<file path="config.mk">
export PLATFORM = sky130hd
export DESIGN_NAME = ex_forwarding_network
export DESIGN_NICKNAME = d
export VERILOG_FILES = /design/src/rtl/ex_forwarding_network.sv
export SDC_FILE = /design/constraint.sdc
export NUM_CORES = 1
export LEC_CHECK = 0
export CAP_MARGIN = 20
export CORE_ASPECT_RATIO = 0.6
export CORE_MARGIN = 5
export CORE_UTILIZATION = 39
export DETAILED_ROUTE_END_ITERATION = 7
export PLACE_DENSITY = 0.77
export SLEW_MARGIN = 20
export SYNTH_ARGS = -nofsm -noshare
export SYNTH_HDL_FRONTEND = slang
export SYNTH_SLANG_ARGS = --single-unit
</file>
<file path="constraint.sdc">
create_clock -name clk_i -period 4.4 [get_ports clk_i]
set_input_delay 1.32 -clock clk_i [delete_from_list [all_inputs] [get_ports clk_i]]
set_output_delay 1.32 -clock clk_i [all_outputs]
set_load 0.01 [all_outputs]
</file>
<file path="src/rtl/ex_forwarding_network.sv">
// ex_forwarding_network
// EX-stage operand forwarding with a built-in DEPTH-entry history of
// in-flight register writes (index 0 = youngest). Each of NUM_RD read ports
// takes the youngest matching write; a youngest match whose load data has not
// arrived yet raises hazard_o instead. Late load data enters through the fill
// port into history entry FILL_IDX.
// Optional build macro: FWD_STATS_EN adds saturating stall_cnt_o / fwd_cnt_o.
//
// Pipeline contract: advance_i=1 means the EX instruction moves on this edge
// and its write is recorded; advance_i=0 holds the history (flush_i ignored).
// The surrounding pipeline must keep advance_i=0 while hazard_o=1.
module ex_forwarding_network #(
   parameter int DATA_W   = 32,
   parameter int ADDR_W   = 5,
   parameter int NUM_RD   = 2,
   parameter int DEPTH    = 2,
   parameter int FILL_IDX = 0,
   parameter int ZERO_REG = 1
) (
   input  logic                     clk_i,
   input  logic                     rst_n_i,
   input  logic                     advance_i,
   input  logic                     flush_i,
   input  logic                     wr_en_i,
   input  logic [ADDR_W-1:0]        wr_addr_i,
   input  logic [DATA_W-1:0]        wr_data_i,
   input  logic                     wr_ready_i,
   input  logic                     fill_en_i,
   input  logic [DATA_W-1:0]        fill_data_i,
   input  logic [NUM_RD-1:0]        rd_en_i,
   input  logic [NUM_RD*ADDR_W-1:0] rd_addr_i,
   input  logic [NUM_RD*DATA_W-1:0] rd_data_i,
   output logic [NUM_RD*DATA_W-1:0] data_o,
   output logic [NUM_RD-1:0]        fwd_hit_o,
   output logic                     hazard_o
`ifdef FWD_STATS_EN
   ,
   output logic [31:0]              stall_cnt_o,
   output logic [31:0]              fwd_cnt_o
`endif
);

   // A fill arriving while the pipe shifts follows its entry one slot older;
   // from the oldest slot there is nowhere to go, so it is dropped.
   localparam bit FILL_ON_SHIFT = (FILL_IDX < DEPTH - 1);
   localparam int FILL_DST      = FILL_ON_SHIFT ? FILL_IDX + 1 : FILL_IDX;

   logic [DEPTH-1:0]  hist_valid, nxt_valid;
   logic [DEPTH-1:0]  hist_ready, nxt_ready;
   logic [ADDR_W-1:0] hist_addr [DEPTH];
   logic [ADDR_W-1:0] nxt_addr  [DEPTH];
   logic [DATA_W-1:0] hist_data [DEPTH];
   logic [DATA_W-1:0] nxt_data  [DEPTH];
   logic              fill_hit;
   logic [NUM_RD-1:0] pend;

   assign fill_hit = fill_en_i && hist_valid[FILL_IDX] && !hist_ready[FILL_IDX];

   // Next history: optional shift with new EX write, then pending-load fill.
   always_comb begin
      nxt_valid = hist_valid;
      nxt_ready = hist_ready;
      nxt_addr  = hist_addr;
      nxt_data  = hist_data;
      if (advance_i) begin
         for (int k = 1; k < DEPTH; k++) begin
            nxt_valid[k] = hist_valid[k-1];
            nxt_ready[k] = hist_ready[k-1];
            nxt_addr[k]  = hist_addr[k-1];
            nxt_data[k]  = hist_data[k-1];
         end
         nxt_valid[0] = wr_en_i & ~flush_i;
         nxt_ready[0] = wr_ready_i;
         nxt_addr[0]  = wr_addr_i;
         nxt_data[0]  = wr_data_i;
         if (fill_hit && FILL_ON_SHIFT) begin
            nxt_ready[FILL_DST] = 1'b1;
            nxt_data[FILL_DST]  = fill_data_i;
         end
      end else if (fill_hit) begin
         nxt_ready[FILL_IDX] = 1'b1;
         nxt_data[FILL_IDX]  = fill_data_i;
      end
   end

   // History registers; reset invalidates everything including pending loads.
   always_ff @(posedge clk_i or negedge rst_n_i) begin
      if (!rst_n_i) begin
         hist_valid <= '0;
         hist_ready <= '0;
         for (int k = 0; k < DEPTH; k++) begin
            hist_addr[k] <= '0;
            hist_data[k] <= '0;
         end
      end else begin
         hist_valid <= nxt_valid;
         hist_ready <= nxt_ready;
         hist_addr  <= nxt_addr;
         hist_data  <= nxt_data;
      end
   end

   // Per-port youngest-match lookup; a not-ready match stalls rather than forwards.
   always_comb begin
      logic [ADDR_W-1:0] ra;
      logic              found;
      logic              elig;
      data_o    = rd_data_i;
      fwd_hit_o = '0;
      pend      = '0;
      for (int p = 0; p < NUM_RD; p++) begin
         ra    = rd_addr_i[p*ADDR_W +: ADDR_W];
         found = 1'b0;
         elig  = rd_en_i[p] && !((ZERO_REG != 0) && (ra == '0));
         for (int i = 0; i < DEPTH; i++) begin
            if (elig && !found && hist_valid[i] && (hist_addr[i] == ra)) begin
               found = 1'b1;
               if (hist_ready[i]) begin
                  data_o[p*DATA_W +: DATA_W] = hist_data[i];
                  fwd_hit_o[p]               = 1'b1;
               end else begin
                  pend[p] = 1'b1;
               end
            end
         end
      end
   end

   assign hazard_o = |pend;

`ifdef FWD_STATS_EN
   logic [31:0] hit_cnt;
   logic [32:0] fwd_sum;

   // Number of ports forwarding this cycle.
   always_comb begin
      hit_cnt = '0;
      for (int p = 0; p < NUM_RD; p++) begin
         hit_cnt = hit_cnt + {31'b0, fwd_hit_o[p]};
      end
   end

   assign fwd_sum = {1'b0, fwd_cnt_o} + {1'b0, hit_cnt};

   // Saturating stall and forward counters.
   always_ff @(posedge clk_i or negedge rst_n_i) begin
      if (!rst_n_i) begin
         stall_cnt_o <= '0;
         fwd_cnt_o   <= '0;
      end else begin
         if (hazard_o && (stall_cnt_o != '1)) stall_cnt_o <= stall_cnt_o + 32'd1;
         fwd_cnt_o <= fwd_sum[32] ? '1 : fwd_sum[31:0];
      end
   end
`endif

endmodule
</file>
==> results_tabular.tex, run 1 <==
\begin{tabular}{lr}
\hline
Metric & Value \\
\hline
\multicolumn{2}{l}{\textbf{Run status}} \\
\quad Status & finished with violations \\
\quad Failing checks & setup timing \\
\multicolumn{2}{l}{\textbf{Die}} \\
\quad Num ports & between 200 and 250 \\
\quad Die outline width & between 150 and 200 um \\
\quad Die height & 99.3 um \\
\quad Initial core utilization & 0.401 \\
\quad Core box area & 12,900 um\^{}2 \\
\quad Number of standard-cell rows in the floorplan & 32 \\
\quad Die Outline Area & 15,800 um\^{}2 \\
\multicolumn{2}{l}{\textbf{Detailed routing}} \\
\quad Avg Vias per Cell & roughly 5.3 \\
\quad Total Routed Length & 19,300 um \\
\quad DRC errors left & 0 \\
\quad Met3 Routed Length & $\sim$1400 um \\
\quad Post-route ant nets & 0 \\
\quad Wire per inst & between 20 and 25 um \\
\quad Initial DRT Pass Iterations & 4 \\
\quad M1 wire length & about 8400 um \\
\quad Count of vias placed by the detailed router & 4,463 \\
\quad Top routing layer in use & met5 \\
\quad Starting DRC count in detailed routing & 150 \\
\quad Met2 wire len & 9210 um \\
\multicolumn{2}{l}{\textbf{Synth}} \\
\quad Post-synthesis instance area & 5180 um\^{}2 \\
\quad Synth area leaders & mux2\_2 51\%, dfrtp\_1 38\%, xnor2\_1 2.7\%, buf\_2 0.97\%, clkbuf\_1 0.87\% \\
\quad Predominant post-synthesis flop cell & dfrtp\_1 \\
\quad Sequential element share of the synthesized area & 0.377 \\
\quad Most instantiated cells after synthesis & 233 x mux2\_2, 78 x dfrtp\_1, 16 x xnor2\_1 \\
\quad Most frequent cell after synthesis & mux2\_2 \\
\quad Net Count, Synth & 554 \\
\quad Post-synthesis average cell area & $\sim$13 um\^{}2 \\
\quad Number of flops mapped to enable cells by yosys & 0 \\
\quad Syn. warnings & 0 \\
\quad Dominant cell type by area after synthesis & mux2\_2 \\
\quad Post-synth cell types & 32 \\
\quad Number of storage elements in the synthesis netlist & 78 \\
\quad Proportion of netlist area held by the largest area contributor & 0.506 \\
\quad Count of mapped cells out of synthesis & roughly 400 \\
\quad Share of synthesized registers carrying an async set or reset & 1.00 \\
\multicolumn{2}{l}{\textbf{Clock tree}} \\
\quad Source-to-sink clock delay at the later pin of the worst-skew pair & between 300 and 400 ps \\
\quad \# hold bufs at CTS & 0 \\
\quad Clock tree root buffer cell & clkbuf\_16 \\
\quad CTS tree & built \\
\quad Total clock sinks & a little under 80 \\
\quad Register clock-pin slew on the reported worst setup and hold paths & around 60 ps \\
\quad H-tree depth & 3 \\
\quad Total clock buffers created by CTS & 9 \\
\quad Maximum buffer depth of the clock tree & 2 \\
\multicolumn{2}{l}{\textbf{STA}} \\
\quad Final worst-path cycle share & 1.07 \\
\quad Worst Max-Slew Pin Slew & between 1000 and 1500 ps \\
\quad Skew final & between 9 and 10 ps \\
\quad Pins Over Slew Limit & 0 \\
\quad Post-layout minimum cycle time & 4720 ps \\
\quad Unrepaired setup endpoints after global routing & yes \\
\quad Final-report setup violation count & 66 \\
\quad Worst hold slack after final layout & between 500 and 600 ps \\
\quad Normalized max-slew margin & 0.296 \\
\quad FMAX & 212 MHz \\
\quad Final Hold Violating Endpoints & 0 \\
\quad Post-Route Setup TNS & -17,150 ps \\
\quad Final critical-path setup slack & -319 ps \\
\multicolumn{2}{l}{\textbf{Placement}} \\
\quad IO buf count & roughly 220 \\
\quad Detailed-placement wirelength estimate & $\sim$12,000 um \\
\quad Placer congestion estimate & $\sim$0.90 \\
\quad Worst setup slack before clock tree synthesis & -1010 ps \\
\quad Placed cell count & a little under 800 \\
\quad Instance area after placement & 7690 um\^{}2 \\
\multicolumn{2}{l}{\textbf{Global routing}} \\
\quad Maximum number of pins on one net before global-route repair & 81 \\
\quad First-pass GRT wire length & about 29,000 um \\
\quad Vias in the first global route & 5,020 \\
\quad Global routing usage summed across all routing layers & 0.231 \\
\quad Total global routing overflow & 0 \\
\quad Initial antenna violation count & 1 \\
\multicolumn{2}{l}{\textbf{Worst hold path}} \\
\quad Path category of the worst min-delay check & register to register \\
\multicolumn{2}{l}{\textbf{Cells and area}} \\
\quad Final non-filler cell total & around 840 \\
\quad Post-Route Utilization & 0.709 \\
\quad Number of nets in the layout & about 820 \\
\quad Layout area overhead & 77.0\% \\
\quad Final instance area & a little over 9000 um\^{}2 \\
\quad Fraction of layout cells with a size suffix above 1 & 0.603 \\
\quad Final antenna diode count & 0 \\
\multicolumn{2}{l}{\textbf{Run}} \\
\quad Max Cap Viol & 0 \\
\multicolumn{2}{l}{\textbf{Setup path}} \\
\quad Launching element type of the critical path & primary input \\
\quad Data required time at the worst endpoint & between 3000 and 4000 ps \\
\quad Max Fanout on Critical Path & 6 \\
\quad Critical path arrival & 3400 ps \\
\quad CP Class & primary input to output port \\
\quad Setup crit end kind & output port \\
\multicolumn{2}{l}{\textbf{Power}} \\
\quad Leak pwr & between 4 and 5 nW \\
\quad Design Power & 2.37 mW \\
\quad Peak ir drop on the vdd network & around 200 uV \\
\quad Ratio of total power to cell area & $\sim$260 nW/um\^{}2 \\
\hline
\end{tabular}
==> final timing paths <==
kind / to / slack, ps / start / cells after the start
setup / recovery: data_o[0] / -320 / rd_addr_i[1] / 9
hold / removal: hist_data[1]$_DFFE_PN0P_ / 540 / hist_data[1]$_DFFE_PN0P_ / 1
setup reg to reg: hist_data[9]$_DFFE_PN0P_ / 2130 / hist_valid[0]$_DFFE_PN0P_ / 4
hold reg to reg: hist_data[1]$_DFFE_PN0P_ / 540 / hist_data[1]$_DFFE_PN0P_ / 1
max in group asynchronous: hist_data[6]$_DFFE_PN0P_ / 2860 / rst_n_i / 1
min in group asynchronous: hist_data[30]$_DFFE_PN0P_ / 1000 / rst_n_i / 1
==> cell families (layout without fill, tap and decap cells) <==
| logic type | Yosys count | count (layout) | synth area share |
|---|---|---|---|
| AO/OA/AOI/OAI | 11 | 11 | 0.0174 |
| multiplexers | 236 | 236 | 0.513 |
| XOR/XNOR | 20 | 20 | 0.0338 |
| AND/OR/NAND/NOR | 27 | 27 | 0.0311 |
| buffers and inverters | 30 | 300 | 0.0285 |
| flip-flops | 78 | 78 | 0.377 |
==> area by class of cell <==
cell class	instances	area [um^2]
Clock buffer	13	250
Clock inverter	3	67.6
Fill cell	871	3760
Inverter	4	15.0
Multi-Input combinational cell	294	3600
Sequential cell	78	1950
Tap cell	170	213
Timing Repair Buffer	280	3080
==> routing by layer <==
metal | GRT usage | vias to the layer above
li1 | - | 2009
met1 | 0.286 | 2250
met2 | 0.391 | 181
met3 | 0.0799 | 21
met4 | 0.0542 | 2
met5 | 0 | -
==> state kept, by name, summed over array words and instances, names as in the netlist <==
name,cells
hist_addr,10
hist_ready,2
hist_data,64
hist_valid,2
==> timing repair <==
action | 4_1_cts | 5_1_grt
gates resized for setup | 483 | 78
buffers inserted | 20 | 8
pin swaps | 14 | 13
setup endpoints to repair | 67 | 67
cloned | 10 | 3
==> layout by cell type, fill, tap and decap left out, types with 5 or more instances in the layout <==
cell type and n:
buf_2 5, buf_4 27, mux2_4 107, xnor2_1 12, buf_8 7, buf_12 14
dfrtp_1 78, clkdlybuf4s50_1 137, clkbuf_16 12, buf_6 80, mux2_2 127, nand2_1 7
==> where the power goes <==
| part | internal, mW | switching (mW) |
|---|---|---|
| sequential | 0.820 | 0.103 |
| clock | 0.513 | 0.290 |
| combinational | 0.433 | 0.210 |
==> worst max-delay path, cell delays in order <==
cell	delay [ps]
buf_6	100
or4_4	550
o211ai_4	190
or3_4	210
buf_12	150
buf_16	130
mux2_2	340
mux2_4	280
buf_6	120
Note: power is estimated with default switching activity, not from simulation.
==> inputs of run 2 (changes only) <==
Settings changed: CAP_MARGIN 20 to 40, CORE_ASPECT_RATIO 0.6 to unset.
==> results_tabular.tex, run 2 (synthesized netlist as in run 1, its figures left out) <==
\begin{tabular}{lr}
\hline
Metric & Value \\
\hline
\multicolumn{2}{l}{\textbf{Run status}} \\
\quad Status & finished with violations (unchanged) \\
\quad Failing checks & setup timing (unchanged) \\
\multicolumn{2}{l}{\textbf{Cells and area}} \\
\quad Final-layout fill cell count & 890 (was 871) \\
\quad Fraction of layout cells with a size suffix above 1 & 0.622 (was 0.603) \\
\quad Leading cell type in the layout, fill and taps excluded & clkdlybuf4s50\_1 (unchanged) \\
\quad Number of flip-flops under the largest register name & 64 (unchanged) \\
\quad Number of nets in the layout & 829 (was 819) \\
\quad Layout area overhead & 77.6\% (was 77.0\%) \\
\quad Final antenna diode count & 0 (unchanged) \\
\quad Leading registers by flop count & hist\_data: 64 flops, hist\_addr: 10 flops (unchanged) \\
\quad Register ranked first by flip-flop count & hist\_data (unchanged) \\
\quad Final non-filler cell total & 858 (was 842) \\
\quad Most frequent cells in the layout & 137 x clkdlybuf4s50\_1, 128 x mux2\_2, 107 x mux2\_4 (was 137 x clkdlybuf4s50\_1, 127 x mux2\_2, 107 x mux2\_4) \\
\quad Multi-input logic area & 3640 um\^{}2 (was 3600 um\^{}2) \\
\quad Footprint of the flip-flops and latches & 1950 um\^{}2 (unchanged) \\
\multicolumn{2}{l}{\textbf{Clock tree}} \\
\quad Register clock-pin slew on the reported worst setup and hold paths & 60 ps (about the same) \\
\quad Maximum buffer depth of the clock tree & 2 (unchanged) \\
\quad Clock tree root buffer cell & clkbuf\_16 (unchanged) \\
\quad Total clock buffers created by CTS & 9 (unchanged) \\
\quad CTS tree & built (unchanged) \\
\quad Total clock sinks & 78 (unchanged) \\
\quad H-tree depth & 3 (unchanged) \\
\quad Source-to-sink clock delay at the later pin of the worst-skew pair & 320 ps (was 340 ps) \\
\multicolumn{2}{l}{\textbf{Detailed routing}} \\
\quad DRC errors left & 0 (unchanged) \\
\quad Wire per inst & 21.3 um (was 22.9 um) \\
\quad Starting DRC count in detailed routing & 159 (was 150) \\
\quad Avg Vias per Cell & 5.13 (was 5.30) \\
\quad Post-route ant nets & 0 (unchanged) \\
\quad Initial DRT Pass Iterations & 4 (unchanged) \\
\quad Count of vias placed by the detailed router & 4,400 (was 4,463) \\
\quad Total Routed Length & 18,300 um (was 19,300 um) \\
\multicolumn{2}{l}{\textbf{Placement}} \\
\quad IO buf count & 218 (unchanged) \\
\quad Detailed-placement wirelength estimate & 11,600 um (was 12,400 um) \\
\quad Placed cell count & 800 (was 793) \\
\quad Placer congestion estimate & 0.805 (was 0.903) \\
\quad Worst setup slack before clock tree synthesis & -1050 ps (was -1010 ps) \\
\multicolumn{2}{l}{\textbf{Power}} \\
\quad Design Power & 2.24 mW (was 2.37 mW) \\
\quad Ratio of total power to cell area & 244 nW/um\^{}2 (was 258 nW/um\^{}2) \\
\quad NetSw & 0.600 mW (was 0.604 mW) \\
\quad Power share of the combinational group & 0.290 (was 0.271) \\
\quad Net Sw Frac & 0.268 (was 0.255) \\
\quad Internal cell power & 1.64 mW (was 1.77 mW) \\
\quad Seq pwr share & 0.410 (was 0.390) \\
\quad Leak pwr & 4.10 nW (was 4.09 nW) \\
\quad Clock network fraction of design power & 0.300 (was 0.339) \\
\quad Peak ir drop on the vdd network & 140 uV (was 203 uV) \\
\multicolumn{2}{l}{\textbf{STA}} \\
\quad FMAX & 214 MHz (was 212 MHz) \\
\quad Normalized max-slew margin & 0.649 (was 0.296) \\
\quad Skew final & 9.26 ps (was 9.52 ps) \\
\quad Final-report setup violation count & 65 (was 66) \\
\quad Worst Max-Slew Pin Slew & 527 ps (was 1060 ps) \\
\quad Final Hold Violating Endpoints & 0 (unchanged) \\
\quad Unrepaired setup endpoints after global routing & yes (unchanged) \\
\quad Final critical-path setup slack & -282 ps (was -319 ps) \\
\quad Final worst-path cycle share & 1.06 (was 1.07) \\
\quad Post-layout minimum cycle time & 4680 ps (was 4720 ps) \\
\quad Pins Over Slew Limit & 0 (unchanged) \\
\multicolumn{2}{l}{\textbf{Setup path}} \\
\quad Data required time at the worst endpoint & 3080 ps (about the same) \\
\quad CP Buf/Inv Count & 7 (was 4) \\
\quad Critical path arrival & 3360 ps (was 3400 ps) \\
\quad Largest stage delay on the critical path & 490 ps (was 550 ps) \\
\quad Launching element type of the critical path & primary input (unchanged) \\
\quad Setup crit end kind & output port (unchanged) \\
\quad Cells traversed along the worst timing path & buf\_6, buf\_6, or4\_4, nor2\_4, buf\_6, nor3b\_4, buf\_6, buf\_6, buf\_12, mux2\_4, mux2\_4, buf\_6 (was buf\_6, or4\_4, o211ai\_4, or3\_4, buf\_12, buf\_16, mux2\_2, mux2\_4, buf\_6) \\
\quad Max Fanout on Critical Path & 8 (was 6) \\
\quad CP Class & primary input to output port (unchanged) \\
\quad Worst-path cell with the longest stage delay & or4\_4 (unchanged) \\
\quad Most Frequent Cell on Critical Path & buf\_6 (unchanged) \\
\quad Kind of cell with the highest combined delay on the critical path & buffers and inverters (was simple AND/OR/NAND/NOR gates) \\
\multicolumn{2}{l}{\textbf{Global routing}} \\
\quad Initial antenna violation count & 0 (was 1) \\
\quad Maximum number of pins on one net before global-route repair & 50 (was 81) \\
\quad Total global routing overflow & 0 (unchanged) \\
\quad Vias in the first global route & 5,098 (was 5,020) \\
\quad First-pass GRT wire length & 27,200 um (was 28,700 um) \\
\quad Global routing usage summed across all routing layers & 0.215 (was 0.231) \\
\multicolumn{2}{l}{\textbf{Die}} \\
\quad Number of standard-cell rows in the floorplan & 42 (was 32) \\
\quad Initial core utilization & 0.394 (was 0.401) \\
\quad Num ports & 219 (unchanged) \\
\quad Die outline width & 125 um (was 159 um) \\
\quad Core box area & 13,100 um\^{}2 (was 12,900 um\^{}2) \\
\quad Die height & 125 um (was 99.3 um) \\
\quad Die Outline Area & 15,700 um\^{}2 (was 15,800 um\^{}2) \\
\multicolumn{2}{l}{\textbf{Run}} \\
\quad Max Cap Viol & 0 (unchanged) \\
\multicolumn{2}{l}{\textbf{Worst hold path}} \\
\quad Path category of the worst min-delay check & register to register (unchanged) \\
\hline
\end{tabular}
[run 2: changes by cell type in the layout (fill, tap and decap cells not counted), sizes merged]
| cell | change |
|---|---|
| dlymetal6s2s | -1 |
| clkbuf | -6 |
| dlygate4sd2 | +1 |
| buf | +15 |
| clkinv | +2 |
| clkdlybuf4s15 | -1 |
| clkinvlp | +2 |
| bufinv | -2 |
[run 2: metrics by stage]
step / hold WS, ps / cell area (um^2) / utilization / setup TNS, ps
2_1_floorplan: 494 / 5180 / - / 0
3_3_place_gp: 508 / 7740 / 0.589 / -63160
3_5_place_dp: 517 / 7790 / 0.593 / -64600
4_1_cts: 538 / 9020 / 0.687 / -19730
5_1_grt: 567 / 9210 / 0.701 / -19140
6_report: 538 / 9210 / 0.701 / -15220
[run 2: power groups by stage]
stage | combinational [mW] | sequential [mW] | clock [mW]
6_report | 0.651 | 0.920 | 0.673
4_1_cts | 0.613 | 0.913 | 0.691
5_1_grt | 0.694 | 0.934 | 0.723
3_5_place_dp | 0.555 | 0.920 | 0
3_3_place_gp | 0.532 | 0.912 | 0
2_1_floorplan | 0.282 | 0.885 | 0
[run 2: final cells by class]
| cell class | count | share of cell area |
|---|---|---|
| tap | 176 | 0.0239 |
| multi-input combinational | 294 | 0.395 |
| clock buffer | 11 | 0.0253 |
| clock inverter | 5 | 0.00394 |
| inverter | 4 | 0.00163 |
| sequential | 78 | 0.212 |
| timing repair buffer | 290 | 0.338 |
[run 2: per-layer routing]
metal / track usage / vias up / wire length (um) / share of wire
li1: - / 2024 / - / -
met3: 0.0537 / 28 / 941 / 0.051
met5: 0 / - / 0 / 0
met4: 0.0491 / 0 / 276 / 0.015
met2: 0.394 / 156 / 9730 / 0.53
met1: 0.255 / 2192 / 7350 / 0.40
[run 2: final timing paths]
check                                                from                        end  slack (ps)  cells past startpoint
worst max register to register  hist_valid[0]$_DFFE_PN0P_    hist_data[46]$_DFF_PN0_        2650                      4
worst max-delay path                         rd_addr_i[9]                 data_o[32]        -280                     12
max in group asynchronous                         rst_n_i    hist_data[47]$_DFF_PN0_        2830                      2
worst min-delay path            hist_data[15]$_DFFE_PN0P_  hist_data[15]$_DFFE_PN0P_         540                      1
worst min register to register  hist_data[15]$_DFFE_PN0P_  hist_data[15]$_DFFE_PN0P_         540                      1
min in group asynchronous                         rst_n_i   hist_addr[8]$_DFFE_PN0P_         970                      1
[run 2: repair_timing]
action / in CTS / in global routing
setup endpoints to repair: 67 / 67
hold buffers: 0 / 0
gates resized for setup: 476 / 90
pin swaps: 16 / 15
cloned: 8 / 0
setup buffers: 30 / 14
